===== src/rtl/seg_pkg.sv =====
// -----------------------------------------------------------------------------
// seg_pkg
// Shared constants, types and helpers for the MM:SS / score seven-segment
// display. Segment patterns are active-low, bit order {g,f,e,d,c,b,a}.
// -----------------------------------------------------------------------------
package seg_pkg;

    localparam int unsigned NUM_DIGITS   = 4;
    localparam int unsigned IDX_W        = 2;
    localparam int unsigned SEG_W        = 7;
    localparam int unsigned DIGIT_W      = 4;
    localparam int unsigned ONES_MAX     = 9;
    localparam int unsigned SEC_TENS_MAX = 5;
    localparam int unsigned MIN_TENS_MAX = 5;
    // Any code above 9 renders as a dash in the decoder.
    localparam int unsigned DASH_CODE    = 10;

    localparam logic [SEG_W-1:0] SEG_BLANK = 7'h7F;
    localparam logic [SEG_W-1:0] SEG_DASH  = 7'h3F;
    localparam logic [SEG_W-1:0] SEG_0     = 7'h40;
    localparam logic [SEG_W-1:0] SEG_1     = 7'h79;
    localparam logic [SEG_W-1:0] SEG_2     = 7'h24;
    localparam logic [SEG_W-1:0] SEG_3     = 7'h30;
    localparam logic [SEG_W-1:0] SEG_4     = 7'h19;
    localparam logic [SEG_W-1:0] SEG_5     = 7'h12;
    localparam logic [SEG_W-1:0] SEG_6     = 7'h02;
    localparam logic [SEG_W-1:0] SEG_7     = 7'h78;
    localparam logic [SEG_W-1:0] SEG_8     = 7'h00;
    localparam logic [SEG_W-1:0] SEG_9     = 7'h10;

    // Elapsed time as four BCD digits.
    typedef struct packed {
        logic [DIGIT_W-1:0] min_tens;
        logic [DIGIT_W-1:0] min_ones;
        logic [DIGIT_W-1:0] sec_tens;
        logic [DIGIT_W-1:0] sec_ones;
    } bcd_time_t;

    // What the next multiplexed digit should show.
    typedef struct packed {
        logic [DIGIT_W-1:0] value;
        logic               blank;
        logic               dp;
    } digit_sel_t;

    // Value to active-low glyph; values 10-15 render as a dash.
    function automatic logic [SEG_W-1:0] digit_pattern(input logic [DIGIT_W-1:0] value);
        logic [SEG_W-1:0] pattern;
        case (value)
            4'd0:    pattern = SEG_0;
            4'd1:    pattern = SEG_1;
            4'd2:    pattern = SEG_2;
            4'd3:    pattern = SEG_3;
            4'd4:    pattern = SEG_4;
            4'd5:    pattern = SEG_5;
            4'd6:    pattern = SEG_6;
            4'd7:    pattern = SEG_7;
            4'd8:    pattern = SEG_8;
            4'd9:    pattern = SEG_9;
            default: pattern = SEG_DASH;
        endcase
        return pattern;
    endfunction

    // One-cold anode enable for a digit index.
    function automatic logic [NUM_DIGITS-1:0] anode_decode(input logic [IDX_W-1:0] idx);
        return ~(NUM_DIGITS'(1) << idx);
    endfunction

endpackage


===== src/rtl/seg_decoder.sv =====
// -----------------------------------------------------------------------------
// seg_decoder
// Combinational glyph decoder for one seven-segment digit.
//   value     : 4-bit digit value (10-15 shown as dash)
//   blank     : 1 = all segments off, overrides value
//   pattern_c : active-low segments {g,f,e,d,c,b,a}
// -----------------------------------------------------------------------------
module seg_decoder
    import seg_pkg::*;
(
    input  logic [DIGIT_W-1:0] value,
    input  logic               blank,
    output logic [SEG_W-1:0]   pattern_c
);

    always_comb begin
        pattern_c = SEG_BLANK;
        if (!blank) begin
            pattern_c = digit_pattern(value);
        end
    end

endmodule


===== src/rtl/seg_timer_display.sv =====
// -----------------------------------------------------------------------------
// seg_timer_display
// MM:SS elapsed-time counter with a 4-digit multiplexed seven-segment driver
// and an alternate two-player score view.
//   clk        : system clock
//   rst        : synchronous active-low reset
//   secclk     : 1 Hz single-cycle enable, advances time when run=1
//   segclk     : digit-multiplex single-cycle enable
//   run        : time advances on secclk while high
//   clear      : forces time to 00:00, beats run/secclk
//   show_score : 1 = score view, 0 = timer view
//   score1/2   : player scores (10-15 shown as dash)
//   an         : active-low digit enables, an[0] = rightmost
//   seg        : active-low segments {g,f,e,d,c,b,a}
//   dp         : active-low decimal point (MM.SS separator on digit 2)
// -----------------------------------------------------------------------------
module seg_timer_display
    import seg_pkg::*;
(
    input  logic                  clk,
    input  logic                  rst,
    input  logic                  secclk,
    input  logic                  segclk,
    input  logic                  run,
    input  logic                  clear,
    input  logic                  show_score,
    input  logic [DIGIT_W-1:0]    score1,
    input  logic [DIGIT_W-1:0]    score2,
    output logic [NUM_DIGITS-1:0] an,
    output logic [SEG_W-1:0]      seg,
    output logic                  dp
);

    bcd_time_t          time_q;
    bcd_time_t          time_d;
    logic [IDX_W-1:0]   idx_q;
    logic [IDX_W-1:0]   idx_next;
    digit_sel_t         sel;
    logic [SEG_W-1:0]   dec_pattern;

    // Next time value: clear first, otherwise a fully cascaded +1 second.
    always_comb begin
        time_d = time_q;
        if (clear) begin
            time_d = '0;
        end else if (secclk && run) begin
            if (time_q.sec_ones == DIGIT_W'(ONES_MAX)) begin
                time_d.sec_ones = '0;
                if (time_q.sec_tens == DIGIT_W'(SEC_TENS_MAX)) begin
                    time_d.sec_tens = '0;
                    if (time_q.min_ones == DIGIT_W'(ONES_MAX)) begin
                        time_d.min_ones = '0;
                        if (time_q.min_tens == DIGIT_W'(MIN_TENS_MAX)) begin
                            time_d.min_tens = '0;
                        end else begin
                            time_d.min_tens = time_q.min_tens + DIGIT_W'(1);
                        end
                    end else begin
                        time_d.min_ones = time_q.min_ones + DIGIT_W'(1);
                    end
                end else begin
                    time_d.sec_tens = time_q.sec_tens + DIGIT_W'(1);
                end
            end else begin
                time_d.sec_ones = time_q.sec_ones + DIGIT_W'(1);
            end
        end
    end

    // Time register.
    always_ff @(posedge clk) begin
        if (!rst) begin
            time_q <= '0;
        end else begin
            time_q <= time_d;
        end
    end

    // Digit index wraps naturally at 2 bits; reset to 3 so the first pulse lands on digit 0.
    assign idx_next = idx_q + IDX_W'(1);

    always_ff @(posedge clk) begin
        if (!rst) begin
            idx_q <= IDX_W'(NUM_DIGITS - 1);
        end else if (segclk) begin
            idx_q <= idx_next;
        end
    end

    // Content of the digit about to be selected, from the current time/score values.
    always_comb begin
        sel.value = '0;
        sel.blank = 1'b0;
        sel.dp    = 1'b1;
        if (show_score) begin
            case (idx_next)
                2'd3:    sel.value = score1;
                2'd2:    sel.value = DIGIT_W'(DASH_CODE);
                2'd1:    sel.value = DIGIT_W'(DASH_CODE);
                default: sel.value = score2;
            endcase
        end else begin
            case (idx_next)
                2'd3: begin
                    sel.value = time_q.min_tens;
                    sel.blank = (time_q.min_tens == '0);
                end
                2'd2: begin
                    sel.value = time_q.min_ones;
                    sel.dp    = 1'b0;
                end
                2'd1:    sel.value = time_q.sec_tens;
                default: sel.value = time_q.sec_ones;
            endcase
        end
    end

    seg_decoder u_decoder (
        .value     (sel.value),
        .blank     (sel.blank),
        .pattern_c (dec_pattern)
    );

    // Display outputs update only on a multiplex pulse and hold in between.
    always_ff @(posedge clk) begin
        if (!rst) begin
            an  <= '1;
            seg <= SEG_BLANK;
            dp  <= 1'b1;
        end else if (segclk) begin
            an  <= anode_decode(idx_next);
            seg <= dec_pattern;
            dp  <= sel.dp;
        end
    end

endmodule


===== config.mk =====
export PLATFORM = sky130hd
export DESIGN_NAME = seg_timer_display
export DESIGN_NICKNAME = d
export VERILOG_FILES = /design/src/rtl/seg_pkg.sv /design/src/rtl/seg_decoder.sv /design/src/rtl/seg_timer_display.sv
export SDC_FILE = /design/constraint.sdc
export NUM_CORES = 1
export LEC_CHECK = 0
export ABC_AREA = 1
export CAP_MARGIN = 40
export CORE_ASPECT_RATIO = 0.75
export CORE_MARGIN = 5
export CORE_UTILIZATION = 58
export CTS_CLUSTER_SIZE = 10
export DETAILED_ROUTE_END_ITERATION = 16
export GPL_TIMING_DRIVEN = 1
export HOLD_SLACK_MARGIN = 0.02
export PLACE_DENSITY = 0.84
export SYNTH_ARGS = -nofsm -noshare
export SYNTH_HDL_FRONTEND = slang
export SYNTH_SLANG_ARGS = --single-unit

===== constraint.sdc =====
create_clock -name clk -period 5.8 [get_ports clk]
set_clock_uncertainty 0.05 [all_clocks]
set_input_delay 1.16 -clock clk [delete_from_list [all_inputs] [get_ports clk]]
set_output_delay 1.16 -clock clk [all_outputs]
set_load 0.03 [all_outputs]

==> run_results.csv <==
group,metric,value,unit
detailed_routing,drtIter0Drc,119,
detailed_routing,vias_per_cell,5.33,
clock_network,clkTransAtPathRegs,0.06,ns
placed_design,dp_hpwl,3.32,mm
clock_network,cts_made_buffers,5,
final_layout,multiInputGateArea,1070,sq um
die,io-pin-count,27,
global_route,overflow,0,
final_layout,fin_cells,339,
setup_path,cp-start-kind,"primary input",
setup_path,cp.arrival,3.08,ns
yosys,synth_warnings,0,
yosys,ys_ff_latch,30,
placed_design,gp_congestion,0.871,
sta,tns,0,ns
detailed_routing,drc,0,
pwr,p_total,0.515,mW
clock_network,clock_path_buffers,2,
global_route,grtUsageTotal,0.212,
clock_network,root_buffer,"clkbuf_8",
setup_path,crit_path_max_fanout,8,
sta,worst_pin_slew,0.478,ns
placed_design,port-buffer-count,26,
final_layout,layout_common_cells,"75 x nand2_1, 30 x dfxtp_1, 29 x inv_1, 26 x clkdlybuf4s50_1",
final_layout,final.fill_count,268,
clock_network,cts_tree,"built",
hold_path,hp-class,"reg2reg",
detailed_routing,wire_per_inst,12.4,um
sta,rsz0062_at_grt,"no",
sta,drv_slew,0,
sta,whs,0.415,ns
sta,finalSetupViolCount,0,
die,row_count,17,
final_layout,diodes,0,
global_route,grt_pass1_vias,1628,
run_status,outcome,"finished, final reports clean",
pwr,peakVddDrop,0.000241,V
run,max-cap-violations,0,
clock_network,insertion_delay,0.29,ns
die,coreArea,3000,sq um
final_layout,layout-drive-gt1-share,0.0897,
die,die_h,58.9,um
yosys,syn-cell-area,1850,sq um
clock_network,post_cts_buffers,0,
yosys,syn_inst,274,
global_route,grt_pass1_wl,7.24,mm
detailed_routing,wl,4.22,mm
sta,fin_crit_sh,0.509,
yosys,syn_nets,299,
yosys,syn-mean-instance-area,6.75,sq um
setup_path,critPathRequiredTime,5.93,ns
detailed_routing,vias,1808,
pwr,leakage,0.969,nW
final_layout,final_area,2200,sq um
yosys,ys_seq_area_frac,0.325,
placed_design,place_ws,2.59,ns
setup_path,crit_type,"in2reg",
final_layout,final_common_cell,"nand2_1",
final_layout,fin_nets,325,
global_route,grt_max_degree,16,
sta,min_period,2.95,ns
clock_network,cts_resized,0,
final_layout,regArea,601,sq um
clock_network,cts_hold_buf,0,
die,die_area,4430,sq um
final_layout,final_core_util,0.735,
detailed_routing,antenna_left,0,
pwr,pwr_density_cell,234,nW/um^2
sta,hold_viol,0,
die,start_util,0.617,
clock_network,clock_sink_count,30,
placed_design,place_inst,331,
final_layout,area_growth,19.1,%
sta,fin_ws,2.85,ns
clock_network,cts.htree.levels,2,
setup_path,cp-end-kind,"register",
detailed_routing,firstDrtPassIters,4,
sta,slew_headroom,0.681,
global_route,antenna_found_initial,0,
yosys,ys_types,35,
placed_design,place_area,2110,sq um
die,fp.dieW,75.2,um
sta,fmax,0.339,GHz
[cell type report]
cell class                 count  area share
timing repair buffer          26       0.118
clock inverter                 1     0.00227
sequential                    30       0.273
inverter                      35      0.0608
tap                           38      0.0216
multi-input combinational    202       0.486
clock buffer                   7      0.0392
[metal layers]
metal	up-vias	routed length (um)	GRT usage
li1	938	-	-
met1	816	2060	0.303
met2	49	1770	0.299
met3	5	346	0.0597
met4	0	47	0.0823
met5	-	0	0
[path summary, 6_finish.rpt]
kind | slack, ns | cells past startpoint | endpoint | from
min reg2reg | 0.41 | 2 | seg[2] | seg[2]
min | 0.41 | 2 | seg[2] | seg[2]
max | 2.85 | 13 | seg[3] | show_score
max reg2reg | 3.44 | 15 | seg[3] | idx_q[0]
[worst max-delay path: stages]
cell,delay [ns]
clkdlybuf4s50_1,0.65
inv_2,0.11
o21ai_0,0.10
nor2_1,0.08
nor2_2,0.19
inv_1,0.10
ha_1,0.21
inv_1,0.05
nand3_1,0.09
nand3_1,0.11
nand3_1,0.09
nand2_1,0.07
nand2_1,0.07
[sequential cells by signal (all words and copies together), names as in the netlist]
| signal | flops |
|---|---|
| an | 4 |
| dp | 1 |
| idx_q | 2 |
| seg | 7 |
| time_q | 16 |
[Yosys cell counts]
cell | count | area share
nor2_4 | 3 | 0.018
o21ai_0 | 13 | 0.035
clkinv_1 | 1 | 0.0020
inv_1 | 29 | 0.059
o21ai_2 | 1 | 0.0047
or2_2 | 1 | 0.0034
nor4_1 | 2 | 0.0068
o21ai_1 | 1 | 0.0027
o21bai_1 | 1 | 0.0041
dfxtp_1 | 30 | 0.32
buf_6 | 2 | 0.012
clkbuf_1 | 2 | 0.0041
nor2_8 | 1 | 0.011
and3_1 | 1 | 0.0034
o22ai_1 | 1 | 0.0034
nor3_1 | 5 | 0.014
nand3_1 | 25 | 0.068
o211ai_1 | 1 | 0.0041
a31oi_1 | 1 | 0.0034
xor2_1 | 2 | 0.0095
o32ai_1 | 2 | 0.0095
nand2_2 | 2 | 0.0068
buf_2 | 3 | 0.0081
nor2_2 | 5 | 0.017
ha_1 | 10 | 0.068
nand2_1 | 75 | 0.15
nand3_4 | 1 | 0.0095
a21oi_1 | 25 | 0.068
xnor2_1 | 1 | 0.0047
inv_2 | 4 | 0.0081
o311ai_0 | 1 | 0.0047
inv_4 | 1 | 0.0034
nand3b_1 | 1 | 0.0041
nor2_1 | 19 | 0.039
nand3_2 | 1 | 0.0054
[report_power, final]
| part | internal (mW) | switching (mW) | leakage [nW] | total (mW) |
|---|---|---|---|---|
| Clock | 0.0955 | 0.0795 | 0.0482 | 0.175 |
| Sequential | 0.215 | 0.00538 | 0.245 | 0.220 |
| Combinational | 0.0471 | 0.0732 | 0.675 | 0.120 |
| Total | 0.357 | 0.158 | 0.969 | 0.515 |
[cells by family (layout without fill, tap and decap cells)]
family	Yosys count	after routing	share of synthesized area
AOI/OAI and AO/OA	47	47	0.139
xor gates and xnor gates	3	3	0.0142
adders and majority gates	10	10	0.0677
buffers and inverters	42	69	0.0967
DFF	30	30	0.325
and+or+nand+nor	142	142	0.357
(Power assumes the default switching activity.)
